==> src/rtl/serial_tx_arbiter.sv <==
// Round-robin arbiter that serialises one NREQ-way parallel word per frame, MSB first, with a strobe.
// Latency: gnt and the first bit appear one edge after arbitration; done follows WIDTH edges after capture.
// Backpressure: requesters hold req/data until gnt; no request is seen during SHIFT or GAP except at the arbitration edge.
module serial_tx_arbiter #(
  parameter int NREQ  = 4,
  parameter int WIDTH = 7,
  parameter int GAP   = 1,
  parameter int IDW   = $clog2(NREQ)
) (
  input  logic                  clk,
  input  logic                  rst,
  input  logic [NREQ-1:0]       req,
  input  logic [NREQ*WIDTH-1:0] data_flat,
  output logic [NREQ-1:0]       gnt,
  output logic                  data_line,
  output logic                  strobe,
  output logic [IDW-1:0]        src_id,
  output logic                  busy,
  output logic                  done
);

  localparam int BW = $clog2(WIDTH + 1);

  typedef enum logic [1:0] {ST_IDLE, ST_SHIFT, ST_GAP} state_t;

  state_t            state_q, state_d;
  logic [IDW-1:0]    ptr_q, ptr_d;
  logic [WIDTH-1:0]  sh_q, sh_d;
  logic [BW-1:0]     bcnt_q, bcnt_d;
  logic [3:0]        gcnt_q, gcnt_d;
  logic [NREQ-1:0]   gnt_q, gnt_d;
  logic              line_q, line_d;
  logic              strobe_q, strobe_d;
  logic [IDW-1:0]    src_q, src_d;
  logic              busy_q, busy_d;
  logic              done_q, done_d;

  logic              win_vld;
  logic [IDW-1:0]    win_idx;
  logic [IDW:0]      cand;
  logic [WIDTH-1:0]  win_word;
  logic              arb;

  // Round-robin search starting one past the last granted index, wrapping modulo NREQ
  always_comb begin
    win_vld = 1'b0;
    win_idx = '0;
    cand    = '0;
    for (int k = 1; k <= NREQ; k++) begin
      cand = {1'b0, ptr_q} + (IDW+1)'(k);
      if (cand >= (IDW+1)'(NREQ)) begin
        cand = cand - (IDW+1)'(NREQ);
      end
      if (!win_vld && req[cand[IDW-1:0]]) begin
        win_vld = 1'b1;
        win_idx = cand[IDW-1:0];
      end
    end
  end

  assign win_word = data_flat[win_idx*WIDTH +: WIDTH];

  // Next-state and output decode; a successful arbitration overrides the per-state defaults
  always_comb begin
    state_d  = state_q;
    ptr_d    = ptr_q;
    sh_d     = sh_q;
    bcnt_d   = bcnt_q;
    gcnt_d   = gcnt_q;
    gnt_d    = '0;
    line_d   = line_q;
    strobe_d = strobe_q;
    src_d    = src_q;
    busy_d   = busy_q;
    done_d   = 1'b0;
    arb      = 1'b0;

    case (state_q)
      ST_IDLE: begin
        arb = 1'b1;
      end
      ST_SHIFT: begin
        if (bcnt_q != BW'(WIDTH)) begin
          line_d = sh_q[WIDTH-2];
          sh_d   = sh_q << 1;
          bcnt_d = bcnt_q + BW'(1);
        end else begin
          // LSB has been on the line for a full cycle: frame complete
          done_d   = 1'b1;
          strobe_d = 1'b0;
          line_d   = 1'b0;
          if (GAP > 0) begin
            gcnt_d  = '0;
            state_d = ST_GAP;
          end else begin
            busy_d  = 1'b0;
            state_d = ST_IDLE;
            arb     = 1'b1;
          end
        end
      end
      ST_GAP: begin
        gcnt_d = gcnt_q + 4'd1;
        if (gcnt_q == 4'(GAP - 1)) begin
          busy_d  = 1'b0;
          state_d = ST_IDLE;
          arb     = 1'b1;
        end
      end
      default: begin
        state_d = ST_IDLE;
      end
    endcase

    if (arb && win_vld) begin
      sh_d         = win_word;
      gnt_d[win_idx] = 1'b1;
      ptr_d        = win_idx;
      src_d        = win_idx;
      busy_d       = 1'b1;
      line_d       = win_word[WIDTH-1];
      strobe_d     = 1'b1;
      bcnt_d       = BW'(1);
      state_d      = ST_SHIFT;
    end
  end

  // State and output registers; reset abandons any frame in flight
  always_ff @(posedge clk or negedge rst) begin
    if (!rst) begin
      state_q  <= ST_IDLE;
      ptr_q    <= IDW'(NREQ - 1);
      sh_q     <= '0;
      bcnt_q   <= '0;
      gcnt_q   <= '0;
      gnt_q    <= '0;
      line_q   <= 1'b0;
      strobe_q <= 1'b0;
      src_q    <= '0;
      busy_q   <= 1'b0;
      done_q   <= 1'b0;
    end else begin
      state_q  <= state_d;
      ptr_q    <= ptr_d;
      sh_q     <= sh_d;
      bcnt_q   <= bcnt_d;
      gcnt_q   <= gcnt_d;
      gnt_q    <= gnt_d;
      line_q   <= line_d;
      strobe_q <= strobe_d;
      src_q    <= src_d;
      busy_q   <= busy_d;
      done_q   <= done_d;
    end
  end

  assign gnt       = gnt_q;
  assign data_line = line_q;
  assign strobe    = strobe_q;
  assign src_id    = src_q;
  assign busy      = busy_q;
  assign done      = done_q;

endmodule

==> config.mk <==
export PLATFORM = sky130hd
export DESIGN_NAME = serial_tx_arbiter
export DESIGN_NICKNAME = d
export VERILOG_FILES = /design/src/rtl/serial_tx_arbiter.sv
export SDC_FILE = /design/constraint.sdc
export NUM_CORES = 1
export LEC_CHECK = 0
export BUFFER_PORTS_ARGS = -buffer_cell sky130_fd_sc_hd__buf_4
export CORE_ASPECT_RATIO = 0.7
export CORE_MARGIN = 4
export CORE_UTILIZATION = 46
export DETAILED_ROUTE_END_ITERATION = 16
export PLACE_DENSITY = 0.75
export SYNTH_ARGS = -nofsm -noshare
export SYNTH_HDL_FRONTEND = slang
export SYNTH_SLANG_ARGS = --single-unit
==> constraint.sdc <==
create_clock -name clk -period 2 [get_ports clk]
set_input_delay 0.3 -clock clk [delete_from_list [all_inputs] [get_ports clk]]
set_output_delay 0.3 -clock clk [all_outputs]
set_load 0.01 [all_outputs]
### Word level (Yosys, flattened, before mapping)

Cells that the tools add are included.

| storage, ports and cells | value |
|---|---|
| bits in registers | 27 |
| output and inout bits | 10 |

| cells by class | value |
|---|---|
| add/subtract/negate cells | 10 |
| $mul | 1 |
| order comparisons | 10 |
| equality and inequality tests | 8 |
| shifts and indexed selects | 1 |
| mux-type cells | 48 |
| reductions and logical operators | 20 |

Operators with widths:

| cell | count |
|---|---|
| 28-bit by 6-bit variable part select with 7-bit output | 1 |
| 2-bit two-way mux | 11 |
| 1-bit two-way mux | 21 |
| 6-bit two-way mux | 3 |
| 2-bit by 3-bit < comparator with 1-bit output (second input constant) | 5 |
| 3-bit greater-or-equal comparator (second input constant) | 4 |
| 2-bit nonzero test | 5 |
| 3-bit two-way mux | 3 |
| 3-bit inequality test (second input constant) | 3 |
| 1-bit binary-select mux with 2-bit select | 4 |
| 4-bit two-way mux | 2 |
| 4-bit one-hot mux with 2 select lines | 1 |
| 2-bit AND reduction | 4 |
| 2-bit by 1-bit subtractor with 2-bit output (second input constant) | 4 |
| 2-bit by 2-bit adder with 3-bit output (second input constant) | 2 |
| 2-bit one-hot mux with 3 select lines | 1 |
| 1-bit logical AND | 5 |
| 2-bit by 3-bit multiplier with 5-bit output (second input constant) | 1 |
| 4-bit by 1-bit adder with 4-bit output (second input constant) | 1 |
| 4-bit zero test | 1 |
| 2-bit inequality test (second input constant) | 2 |
| 2-bit by 1-bit adder with 3-bit output (second input constant) | 1 |
| 2-bit by 3-bit adder with 3-bit output (second input constant) | 1 |
| 3-bit by 1-bit adder with 3-bit output (second input constant) | 1 |
| 9 further kinds | 11 |

### Logic depth before layout (Yosys ltp)

| logic depth | value |
|---|---|
| word-level depth | 20 |
| mapped depth | 8 |
| mapped depth without buffers | 7 |

### Least setup slack after synthesis

OpenSTA, ideal clock, no wires.

| timing | value |
|---|---|
| path kind | flip-flop to flip-flop |
| start point | reg gcnt_q[0] |
| end point | reg sh_q[3] |
| arrival time | 1.802 ns |
| data required time | 1.862 ns |
| path slack | 0.060 ns |
| stages on the path, launching flop included | 9 |
| buffers on the path | 1 |
| period minus slack after synthesis | 1.940 ns |
| cells stage by stage | dfrtp_1 > inv_1 > ha_1 > or3b_1 > a211oi_2 > buf_4 > nor3b_1 > a21oi_1 > o221ai_1 |

| on the way | value |
|---|---|
| word-level cells in the longest chain between the ends | 6 |
| elaborated cells between the ends (all ways) | 8 |

Ends and longest elaborated chain:

| element | line | text |
|---|---|---|
| start: declaration | 30 | `logic [3:0] gcnt_q, gcnt_d;` |
| start signal: assignment | 147 | `gcnt_q <= gcnt_d;` |
| 4-bit zero test * | 104 | `if (gcnt_q == 4'(GAP - 1)) begin` |
| 1-bit two-way mux * | 104 |  |
| 1-bit one-hot mux with 2 select lines * | 78 | `case (state_q)` |
| 1-bit logical AND * | 115 | `if (arb && win_vld) begin` |
| 2-bit nonzero test (no source line) | n/a |  |
| 2-bit AND reduction (no source line) | n/a |  |
| end signal: assignment | 133 | `sh_q <= '0;` |
| end signal: assignment | 145 | `sh_q <= sh_d;` |
| end: declaration | 28 | `logic [WIDTH-1:0] sh_q, sh_d;` |

Mark *: on every way between the ends. The rest lies on a longest branch, timed or not.
A chain may end at the register's enable or synchronous reset.

### Worst setup path in the final report

| timing | value |
|---|---|
| start point | reg ptr_q[0] |
| end point | reg sh_q[5] |

| on the way | value |
|---|---|
| word-level cells in the longest chain between the ends | 18 |
| elaborated cells between the ends (all ways) | 45 |

Ends and longest elaborated chain:

| element | line | text |
|---|---|---|
| start: declaration | 27 | `logic [IDW-1:0] ptr_q, ptr_d;` |
| start signal: assignment | 132 | `ptr_q <= IDW'(NREQ - 1);` |
| start signal: assignment | 144 | `ptr_q <= ptr_d;` |
| 2-bit by 1-bit adder with 3-bit output | 50 | `cand = {1'b0, ptr_q} + (IDW+1)'(k);` |
| 3-bit greater-or-equal comparator or 2-bit by 1-bit subtractor with 2-bit output (tied branches) | 51, 52 |  |
| 2-bit two-way mux | 51 | `if (cand >= (IDW+1)'(NREQ)) begin` |
| 1-bit binary-select mux with 2-bit select | 54 | `if (!win_vld && req[cand[IDW-1:0]]) begin` |
| 1-bit two-way mux (implied by the code) | 54 |  |
| 1-bit two-way mux | 54 |  |
| 1-bit zero test | 54 |  |
| 1-bit logical AND | 54 |  |
| [... 2 more ...] | n/a |  |
| 1-bit logical AND | 54 |  |
| 1-bit two-way mux | 54 |  |
| 1-bit zero test | 54 |  |
| 1-bit logical AND | 54 |  |
| 2-bit two-way mux or 1-bit two-way mux (tied branches) | 54 |  |
| 2-bit by 3-bit multiplier with 5-bit output or 1-bit logical AND (tied branches) | 61, 115 |  |
| 28-bit by 6-bit variable part select with 7-bit output or 2-bit nonzero test (tied branches) | n/a |  |
| 6-bit two-way mux or 2-bit AND reduction (tied branches) | n/a |  |

Several ways; a longest one is shown, not always the timed one. The select of a mux whose other input is x is not followed.

==> reports/metrics.yaml <==
synthesis:
  synthFlopType: "dfrtp_1"
  yosysSeqAreaShare_pct: 45.28
  synth_area_leader_cell: "dfrtp_1"
  syn-cell-area_mm2: 0.001498
  async_reset_ff_share_pct: 100.0
  synth_edf_count: 0
  yosysWarnings: 0
  synth_cell_type_count: 40
  synth_top_area_share_pct: 41.77
  syn_inst: 150
  synth.most_common_cell: "dfrtp_1"
  synth-seq-cells: 27
  synthesis.nets: 188
  synth.avg_cell_area_um2: 9.985
  synth.area.top_cells: "dfrtp_1 42%, mux2i_1 10%, nand2_1 5.8%"
  synth_commonest_cells: "25 x dfrtp_1, 23 x nand2_1, 15 x mux2i_1, 11 x a21oi_1, 10 x nor2_1"
route:
  met1_length_mm: 1.592
  wl_met2_mm: 1.635
  ant_nets: 0
  drc_errors: 0
  drt-vias-per-instance: 5.361
  num_vias: 1276
  dr.max_layer_used: "met4"
  drt_iter0_drc: 59
  wl_per_cell_um: 14.56
  wl_met3_um: 217
  wl_mm: 3.466
  dr.pass1.iters: 4
finish:
  area_growth_pct: 33.83
  drive_gt1_share_pct: 35.00
  fin_nets: 239
  insertedDiodeCount: 0
  layoutNonFillerInstCount: 238
critical_path:
  startpoint: "ptr_q[0]"
  required_ns: 2.21
  crit_chain: "nand2b_1, o21ai_2, a211oi_4, buf_12, mux2_2, a21oi_2"
  r2r_start: "ptr_q[0]"
  end_kind: "flop"
  start_kind: "flop"
  critical-path-top-delay-family: "flip-flops"
  cp_slowest_cell: "dfstp_2"
  path_class: "flop to flop"
  cp.buffers_inverters: 1
  r2r_cells: 6
  rrSetupSlack_ns: 0.08
  reg2reg_to: "sh_q[5]"
  cp.arrival_ns: 2.12
  path_max_fanout: 17
  max_stage_delay_ns: 0.57
clocking:
  cts_htree_levels: 1
  cts_root_buffer: "clkbuf_8"
  path_clk_slew_ns: 0.09
  insertion_delay_ns: 0.27
  cts.sinks: 27
  tritoncts: "built"
  cts_buffers: 3
  cts_buffer_depth: 2
sta:
  period_share_pct: 95.84
  drv_slew: 0
  hold_violations: 0
  worst_pin_slew_ns: 0.5051
  relSlewSlack_pct: 66.02
  rsz0062_at_grt: "no"
  period_needed_ns: 1.917
  setup_tns_ns: 0
  timing.fmax_mhz: 521.7
  clock_skew_ns: 0.006638
  whs_ns: 0.3620
  setup_violations: 0
  setup_ws_ns: 0.08324
min_path:
  holdPathEnd: "sh_q[2]"
  min-delay-start: "data_flat[9]"
  hp-class: "primary input to flop"
  hold_depth: 3
status:
  outcome: "finished clean"
floorplanning:
  ios: 44
  die_w_um: 76.20
  initial_utilization_pct: 47.90
  core_mm2: 0.003127
  die_h_um: 55.74
  die_area_mm2: 0.004247
  rows: 17
pwr:
  power.density_mw_per_mm2: 1226
  vdd_drop_max_mv: 0.7008
  power.total_w: 0.002458
  p_leak_nw: 0.9551
place:
  dp.cells: 231
  dp_worst_setup_slack_ns: 0.05826
  gp_congestion: 0.7751
  post-dp-hpwl_mm: 2.646
  portBuffers: 43
grt:
  grt_use_total_pct: 16.26
  antenna_found_initial: 0
  grt_max_degree: 28
  overflow: 0
  grt_pass1_wl_mm: 5.830
  grt_pass1_vias: 1325
flow_run:
  maxCapViolCount: 0
## cell families (layout without fill, tap and decap cells)
logic type / Yosys count / count (layout) / synth area share (%)
adder cells (fa/ha/maj): 4 / 4 / 3.342
AND/OR/NAND/NOR: 60 / 60 / 19.97
multiplexers: 18 / 18 / 12.28
XOR/XNOR: 1 / 1 / 0.5849
flip-flops: 27 / 27 / 45.28
AO/OA/AOI/OAI: 30 / 30 / 15.29
buffers and inverters: 10 / 60 / 3.258
## layout make-up
| cell class | count | area [µm²] |
|---|---|---|
| sequential | 27 | 678.2 |
| tap | 38 | 47.55 |
| fill | 235 | 1122 |
| inverter | 4 | 15.01 |
| clock buffer | 4 | 45.04 |
| multi-input combinational | 113 | 788.3 |
| timing repair buffer | 52 | 430.4 |
## through the flow
step                      util (%)  cell area, µm²
after detailed placement     60.90            1904
after global placement       60.90            1904
after floorplan                  -            1498
final                        64.11            2004
after CTS                    62.67            1959
after global routing         64.11            2004
## sequential cells by signal (all words and copies together) (netlist names)
register   flops
busy           1
bcnt_q         3
src_id         2
done           1
ptr_q          2
gnt            4
strobe         1
data_line      1
sh_q           6
state_q        2
gcnt_q         4
## metal layers
metal	GRT usage, %	vias to the layer above
met2	26.10	35
met1	21.49	611
met5	0	-
met3	4.693	2
met4	4.489	0
li1	-	628
## worst max path at each step
stage	slack, ns	to	depth (start not counted)
6_report	0.08	sh_q[5]	6
5_1_grt	0.01	sh_q[2]	8
4_1_cts	0.04	sh_q[3]	7
3_5_place_dp	0.06	sh_q[3]	7
3_3_place_gp	0.15	sh_q[5]	5
2_1_floorplan	0.06	sh_q[3]	8
## power by group
part / internal [W] / switching (W)
Sequential: 0.000747 / 0.000148
Clock: 0.000143 / 0.000162
Combinational: 0.000649 / 0.000609
Total: 0.00154 / 0.000920
## timing repair
action                     CTS  global route
buffers inserted             0             2
setup endpoints to repair    0             5
hold endpoints to repair    25             0
resized for setup            0             4
hold buffers                 1             0
## placed cells by master, fill, tap and decap left out, types with 2 or more instances in the layout
cell and n:
a221oi_1 2, a21oi_2 2, dfrtp_1 25, nor3b_1 4, and3_1 3, and2_1 3
clkbuf_8 3, nor2_1 10, buf_4 48, nand2b_1 7, a21oi_1 11, mux2_2 3
nand3_1 2, buf_12 3, o21ai_0 2, nand2_1 22, inv_1 4, ha_1 4
o221ai_2 2, mux2i_1 15, dfstp_2 2, a211oi_4 2
## worst reg2reg max path, stage by stage (launching register included)
cell and delay [ns]:
dfstp_2 0.57, nand2b_1 0.20, o21ai_2 0.10, a211oi_4 0.27
buf_12 0.19, mux2_2 0.37, a21oi_2 0.14
Power figures use the tool's default switching activity.
